File: config.mk
export PLATFORM = sky130hd
export DESIGN_NAME = i2s_capture
export DESIGN_NICKNAME = d
export VERILOG_FILES = /design/src/rtl/i2s_pkg.sv /design/src/rtl/sync_edge.sv /design/src/rtl/i2s_capture.sv
export SDC_FILE = /design/constraint.sdc
export NUM_CORES = 1
export LEC_CHECK = 0
export ABC_AREA = 1
export BUFFER_PORTS_ARGS = -buffer_cell sky130_fd_sc_hd__buf_2
export CELL_PAD_IN_SITES_DETAIL_PLACEMENT = 1
export CELL_PAD_IN_SITES_GLOBAL_PLACEMENT = 2
export CORE_ASPECT_RATIO = 1.25
export CORE_MARGIN = 3
export CORE_UTILIZATION = 38
export DETAILED_ROUTE_END_ITERATION = 10
export PLACE_DENSITY = 0.88
export REMOVE_ABC_BUFFERS = 1
export SLEW_MARGIN = 20
export SYNTH_ARGS = -nofsm -noshare
export SYNTH_HDL_FRONTEND = slang
export SYNTH_SLANG_ARGS = --single-unit
File: constraint.sdc
create_clock -name ck -period 3.26 [get_ports ck]
set_input_delay 0.326 -clock ck [delete_from_list [all_inputs] [get_ports ck]]
set_output_delay 0.326 -clock ck [all_outputs]
set_load 0.01 [all_outputs]
File: src/rtl/i2s_pkg.sv
// Purpose: shared constants and types for the I2S capture block.
// Contents: default geometry (sample width, slot length, buffer depth),
//           receiver state encoding and channel codes.
package i2s_pkg;

    localparam int DEF_WIDTH     = 16;   // captured bits per channel
    localparam int DEF_SLOT_BITS = 32;   // max sck periods per ws half-frame
    localparam int DEF_ADDR_W    = 8;    // log2 of buffer depth in stereo frames

    typedef enum logic {
        HUNT = 1'b0,   // waiting for a left-word start (ws 1->0)
        RUN  = 1'b1    // aligned, deserialising words
    } state_t;

    localparam logic CHAN_L = 1'b0;
    localparam logic CHAN_R = 1'b1;

endpackage

File: src/rtl/sync_edge.sv
// Purpose: 2-flop synchroniser for one asynchronous input, with an optional
//          third flop giving a single-cycle rising-edge pulse.
// Ports:   ck/rst clock and async active-high reset; d async input;
//          q synchronised level; rise one-cycle pulse on a 0->1 of q (0 when EDGE=0).
module sync_edge #(
    parameter bit EDGE = 1'b1
) (
    input  logic ck,
    input  logic rst,
    input  logic d,
    output logic q,
    output logic rise
);

    logic meta;

    always_ff @(posedge ck or posedge rst) begin
        if (rst) begin
            meta <= 1'b0;
            q    <= 1'b0;
        end else begin
            meta <= d;
            q    <= meta;
        end
    end

    generate
        if (EDGE) begin : g_edge
            logic q_d;
            always_ff @(posedge ck or posedge rst) begin
                if (rst) q_d <= 1'b0;
                else     q_d <= q;
            end
            assign rise = q & ~q_d;
        end else begin : g_no_edge
            assign rise = 1'b0;
        end
    endgenerate

endmodule

File: src/rtl/i2s_capture.sv
// Purpose: I2S receiver; oversamples sck/ws/sd in the ck domain, deserialises
//          MSB-aligned left/right words and writes them to a circular buffer
//          addressed {frame_ptr, chan}, pulsing frame_strobe per stereo frame.
// Ports:   ck/rst/en/clr_err control; sck/ws/sd raw I2S inputs; wr_en/wr_addr/
//          wr_data buffer write port; frame_ptr, frame_strobe, err_short status.
module i2s_capture import i2s_pkg::*; #(
    parameter int WIDTH     = DEF_WIDTH,
    parameter int SLOT_BITS = DEF_SLOT_BITS,
    parameter int ADDR_W    = DEF_ADDR_W
) (
    input  logic              ck,
    input  logic              rst,
    input  logic              en,
    input  logic              clr_err,
    input  logic              sck,
    input  logic              ws,
    input  logic              sd,
    output logic              wr_en,
    output logic [ADDR_W:0]   wr_addr,
    output logic [WIDTH-1:0]  wr_data,
    output logic [ADDR_W-1:0] frame_ptr,
    output logic              frame_strobe,
    output logic              err_short
);

    localparam int CNT_W = $clog2(SLOT_BITS + 1);
    localparam logic [CNT_W-1:0] CNT_LAST = CNT_W'(WIDTH - 1);
    localparam logic [CNT_W-1:0] CNT_WORD = CNT_W'(WIDTH);
    localparam logic [CNT_W-1:0] CNT_MAX  = CNT_W'(SLOT_BITS);

    // ------------------------------------------------------------------
    // Input synchronisers. ws and sd share the sck pipeline depth, so the
    // values seen with sck_rise were sampled on the same ck as that rise.
    // ------------------------------------------------------------------
    logic sck_rise, ws_s, sd_s;
    logic sck_lvl_unused, ws_rise_unused, sd_rise_unused;

    sync_edge #(.EDGE(1'b1)) u_sync_sck (
        .ck(ck), .rst(rst), .d(sck), .q(sck_lvl_unused), .rise(sck_rise)
    );
    sync_edge #(.EDGE(1'b0)) u_sync_ws (
        .ck(ck), .rst(rst), .d(ws), .q(ws_s), .rise(ws_rise_unused)
    );
    sync_edge #(.EDGE(1'b0)) u_sync_sd (
        .ck(ck), .rst(rst), .d(sd), .q(sd_s), .rise(sd_rise_unused)
    );

    // ------------------------------------------------------------------
    // State
    // ------------------------------------------------------------------
    state_t           state, state_nxt;
    logic             ws_prev;   // ws sampled at the previous sck rise
    logic [CNT_W-1:0] bit_cnt;
    logic             chan;
    logic [WIDTH-1:0] shreg;
    logic             pend;      // word complete, write on next ck

    logic ws_change, run_rise, start, short_evt;

    assign ws_change = (ws_s != ws_prev);
    assign run_rise  = (state == RUN) && en && sck_rise;
    assign start     = (state == HUNT) && (state_nxt == RUN);
    // A word boundary with a partially filled word; a word that has not
    // received any bit yet (bit_cnt==0) is not counted as short.
    assign short_evt = run_rise && ws_change && (bit_cnt != '0) && (bit_cnt < CNT_WORD);

    always_ff @(posedge ck or posedge rst) begin
        if (rst) state <= HUNT;
        else     state <= state_nxt;
    end

    always_comb begin
        state_nxt = state;
        case (state)
            HUNT: if (en && sck_rise && !ws_s && ws_prev) state_nxt = RUN;
            RUN:  if (!en) state_nxt = HUNT;
            default: state_nxt = HUNT;
        endcase
    end

    // ------------------------------------------------------------------
    // Deserialiser, write port and frame tracking
    // ------------------------------------------------------------------
    always_ff @(posedge ck or posedge rst) begin
        if (rst) begin
            ws_prev      <= 1'b0;
            bit_cnt      <= '0;
            chan         <= CHAN_L;
            shreg        <= '0;
            pend         <= 1'b0;
            wr_en        <= 1'b0;
            wr_addr      <= '0;
            wr_data      <= '0;
            frame_ptr    <= '0;
            frame_strobe <= 1'b0;
            err_short    <= 1'b0;
        end else begin
            wr_en        <= 1'b0;
            frame_strobe <= 1'b0;
            pend         <= 1'b0;

            if (sck_rise) ws_prev <= ws_s;

            // Frame advance follows the right-channel write by one ck, so the
            // right word lands in the same frame slot as its left partner.
            if (wr_en && (wr_addr[0] == CHAN_R)) begin
                frame_ptr    <= frame_ptr + 1'b1;
                frame_strobe <= 1'b1;
            end

            if (pend && (state == RUN) && en) begin
                wr_en   <= 1'b1;
                wr_data <= shreg;
                wr_addr <= {frame_ptr, chan};
            end

            if (start) begin
                // The start edge is itself a ws change edge: its sd is dropped.
                bit_cnt <= '0;
                chan    <= CHAN_L;
            end else if ((state == RUN) && !en) begin
                bit_cnt <= '0;
            end else if (run_rise) begin
                if (ws_change) begin
                    bit_cnt <= '0;
                    chan    <= ws_s;
                end else begin
                    // Saturating count: a stuck ws never re-reaches WIDTH.
                    if (bit_cnt != CNT_MAX) bit_cnt <= bit_cnt + 1'b1;
                    if (bit_cnt < CNT_WORD) shreg <= {shreg[WIDTH-2:0], sd_s};
                    if (bit_cnt == CNT_LAST) pend <= 1'b1;
                end
            end

            // A new short event wins over a simultaneous clear.
            if (short_evt)    err_short <= 1'b1;
            else if (clr_err) err_short <= 1'b0;
        end
    end

endmodule

==> results.cfg <==
[clocking]
cts_buffers = 9
clk_path_buf_depth = 2
htree_levels = 3
cts_resized = 0
tritoncts = done
path_clk_slew_ns = 0.07
worstSkewPairLatency_ns = 0.34
postCtsHoldBufs = 0
cts-root-buf = clkbuf_8
cts_setup_buffers = 0
clock-sinks = 69

[timing]
finalMaxSlewViolations = 0
max_freq_mhz = 615
period_share_pct = 49.8
hold_violations = 0
rsz0062_at_grt = false
holdWs_ns = 0.0879
period_needed_ns = 1.63
worstMarginPinSlew_ns = 0.799
slew_headroom_pct = 46.7
setup_viol = 0
fin_setup_tns_ns = 0
fin_skew_ns = 0.00870

[floorplan]
core_area_um2 = 7400
die_area_um2 = 8720
fp-row-count = 35
fp.dieW_um = 84.1
start_util_pct = 39.2
ios = 43
die_h_um = 104

[finish]
drive_gt1_share_pct = 29.7
num_antenna_cells = 0
fillers = 866
post-route-util_pct = 46.0
nets = 345
area_delta_synth_final_pct = 17.4

[place]
portBuffers = 42
dp.final_hpwl_mm = 3.92
gp_congestion = 0.718

[power_and_ir_drop]
max-vdd-ir-drop_v = 0.000255
p_leak_uw = 0.00175
power.density_nw_per_um2 = 537

[flow_run]
maxCapViolCount = 0

[global_routing]
grt_pass1_wl_mm = 10.1
grt.total_usage_pct = 14.4
grtUsageMet3_pct = 3.74
grtUsageMet2_pct = 23.5
grt.met1_usage_pct = 17.9
antenna_found_initial = 0
grt_pass1_vias = 2123
busiest_layer = met2
grt_overflow_total = 0
grt_max_degree = 47

[logic_synthesis]
synth_compound_area_share_pct = 10.5
synth-seq-cells = 69
syn_area_um2 = 2900
synth_cells = 288
ys_seq_area_share_pct = 59.5
synthSimpleGateAreaFrac_pct = 18.9
synth.distinct_cells = 24
synth.mux.area_fraction_pct = 0
syn_avg_cell_area_um2 = 10.1
yosys.area_share.xor_xnor_pct = 2.42
ys.warnings.count = 0
synth_top_family_by_area = simple AND/OR/NAND/NOR gates
synthAdderAreaFrac_pct = 1.29

[drt]
route.detailed.drc = 0
drt_iter0_markers = 69
wl_per_cell_um = 13.1
drt_first_pass_iters = 4
wl_mm = 5.67
ant_nets = 0
vias = 2036
vias_per_cell = 4.71

[worst_setup_path]
regToRegEndpoint = wr_addr[3]$_DFFE_PP0P_
worstSetupEndpointType = flip-flop
critPathLaunchType = flip-flop
cp_cell_sequence = nand2_2, inv_2, nand2_2, inv_1, nand2_1, nand2_1
worst_path_largest_cell_delay_ns = 0.53
critical-path-slowest-cell = nand2_2
cp_max_fo = 46
worstPathRequired_ns = 3.49
r2r_cells = 6
critPathKind = flip-flop to flip-flop
r2r-start = state$_DFF_PP0_
crit_path_start = state$_DFF_PP0_
r2r_setup_slack_ns = 1.63
crit_arrival_ns = 1.85
crit_end = wr_addr[3]$_DFFE_PP0P_

[outcome]
status = complete, no violations

[worst_hold_path]
hold_depth = 1
min_path_type = input pin to flip-flop
==> critical path, delay by kind of cell, from the launching register on <==
family                 cells  cell delay, ns
buffers and inverters      2            0.30
DFF                        1            0.39
and+or+nand+nor            4            0.80
==> per-stage QoR <==
stage | cells | setup slack [ns] | total power [µW] | instance area [µm²]
after floorplan | 280 | 1.19 | 1010 | 2830
after global placement | 416 | 1.62 | 1040 | 3170
after detailed placement | 416 | 1.56 | 1040 | 3170
after CTS | 432 | 1.58 | 1860 | 3410
after global routing | 432 | 1.43 | 1920 | 3410
final | 432 | 1.63 | 1830 | 3410
==> routing by layer <==
metal	vias up	routed length [µm]
met5	-	0
met4	0	97
met3	9	219
met2	32	2900
met1	1008	2450
li1	987	-
==> layout make-up <==
cell class | instances | area, µm² | share of cell area (%)
clock buffer | 11 | 151 | 4.45
inverter | 39 | 146 | 4.30
multi-input combinational | 172 | 958 | 28.1
tap | 92 | 115 | 3.38
timing repair buffer | 44 | 225 | 6.61
clock inverter | 5 | 82.6 | 2.42
sequential | 69 | 1730 | 50.7
==> placed cells by master (no fill, tap or decap), drive strengths merged <==
cell,netlist,final
nand4,2,2
ha,3,3
buf,4,44
bufinv,0,2
xnor2,1,1
nor2,12,12
clkbuf,4,11
dfrtp,69,69
nand3,11,11
o21ai,45,45
o21bai,1,1
xor2,7,7
inv,39,39
clkinv,0,3
nand2,90,90
==> registers in the layout (all words and copies together), names as in the netlist, 6 cells and up <==
name       count
shreg         16
wr_data       16
wr_addr        9
frame_ptr      8
bit_cnt        6
==> cells in the mapped netlist <==
| cell type | number | share of area [%] |
|---|---|---|
| buf_12 | 1 | 0.69 |
| buf_6 | 3 | 1.2 |
| clkbuf_1 | 4 | 0.52 |
| dfrtp_1 | 69 | 60 |
| ha_1 | 3 | 1.3 |
| inv_1 | 36 | 4.7 |
| inv_2 | 3 | 0.39 |
| nand2_1 | 78 | 10 |
| nand2_2 | 8 | 1.7 |
| nand2_4 | 4 | 1.6 |
| nand3_1 | 9 | 1.6 |
| nand3_2 | 1 | 0.35 |
| nand3_4 | 1 | 0.60 |
| nand4_1 | 2 | 0.43 |
| nor2_1 | 8 | 1.0 |
| nor2_2 | 2 | 0.43 |
| nor2_4 | 1 | 0.39 |
| nor2_8 | 1 | 0.69 |
| o21ai_0 | 23 | 4.0 |
| o21ai_1 | 3 | 0.52 |
| o21ai_2 | 19 | 5.7 |
| o21bai_1 | 1 | 0.26 |
| xnor2_1 | 1 | 0.30 |
| xor2_1 | 7 | 2.1 |
==> worst min path at each step <==
| stage | startpoint | end |
|---|---|---|
| floorplan | u_sync_sck.meta$_DFF_PP0_ | u_sync_sck.q$_DFF_PP0_ |
| global placement | u_sync_sd.meta$_DFF_PP0_ | u_sync_sd.q$_DFF_PP0_ |
| detailed placement | u_sync_ws.meta$_DFF_PP0_ | u_sync_ws.q$_DFF_PP0_ |
| CTS | ws | u_sync_ws.meta$_DFF_PP0_ |
| global route | sd | u_sync_sd.meta$_DFF_PP0_ |
| finish | sd | u_sync_sd.meta$_DFF_PP0_ |
==> power by group <==
part,switching (µW),total (µW),internal (µW)
registers,26.8,904,877
clock network,335,810,474
logic,75.0,116,40.7
total,437,1830,1390
==> kinds of logic after synthesis <==
group / after synthesis
compound gates: 46
xor+xnor: 8
fa+ha+maj: 3
buf+inv: 47
flops: 69
simple gates: 115
No activity file was read; power rests on OpenSTA's default activity.
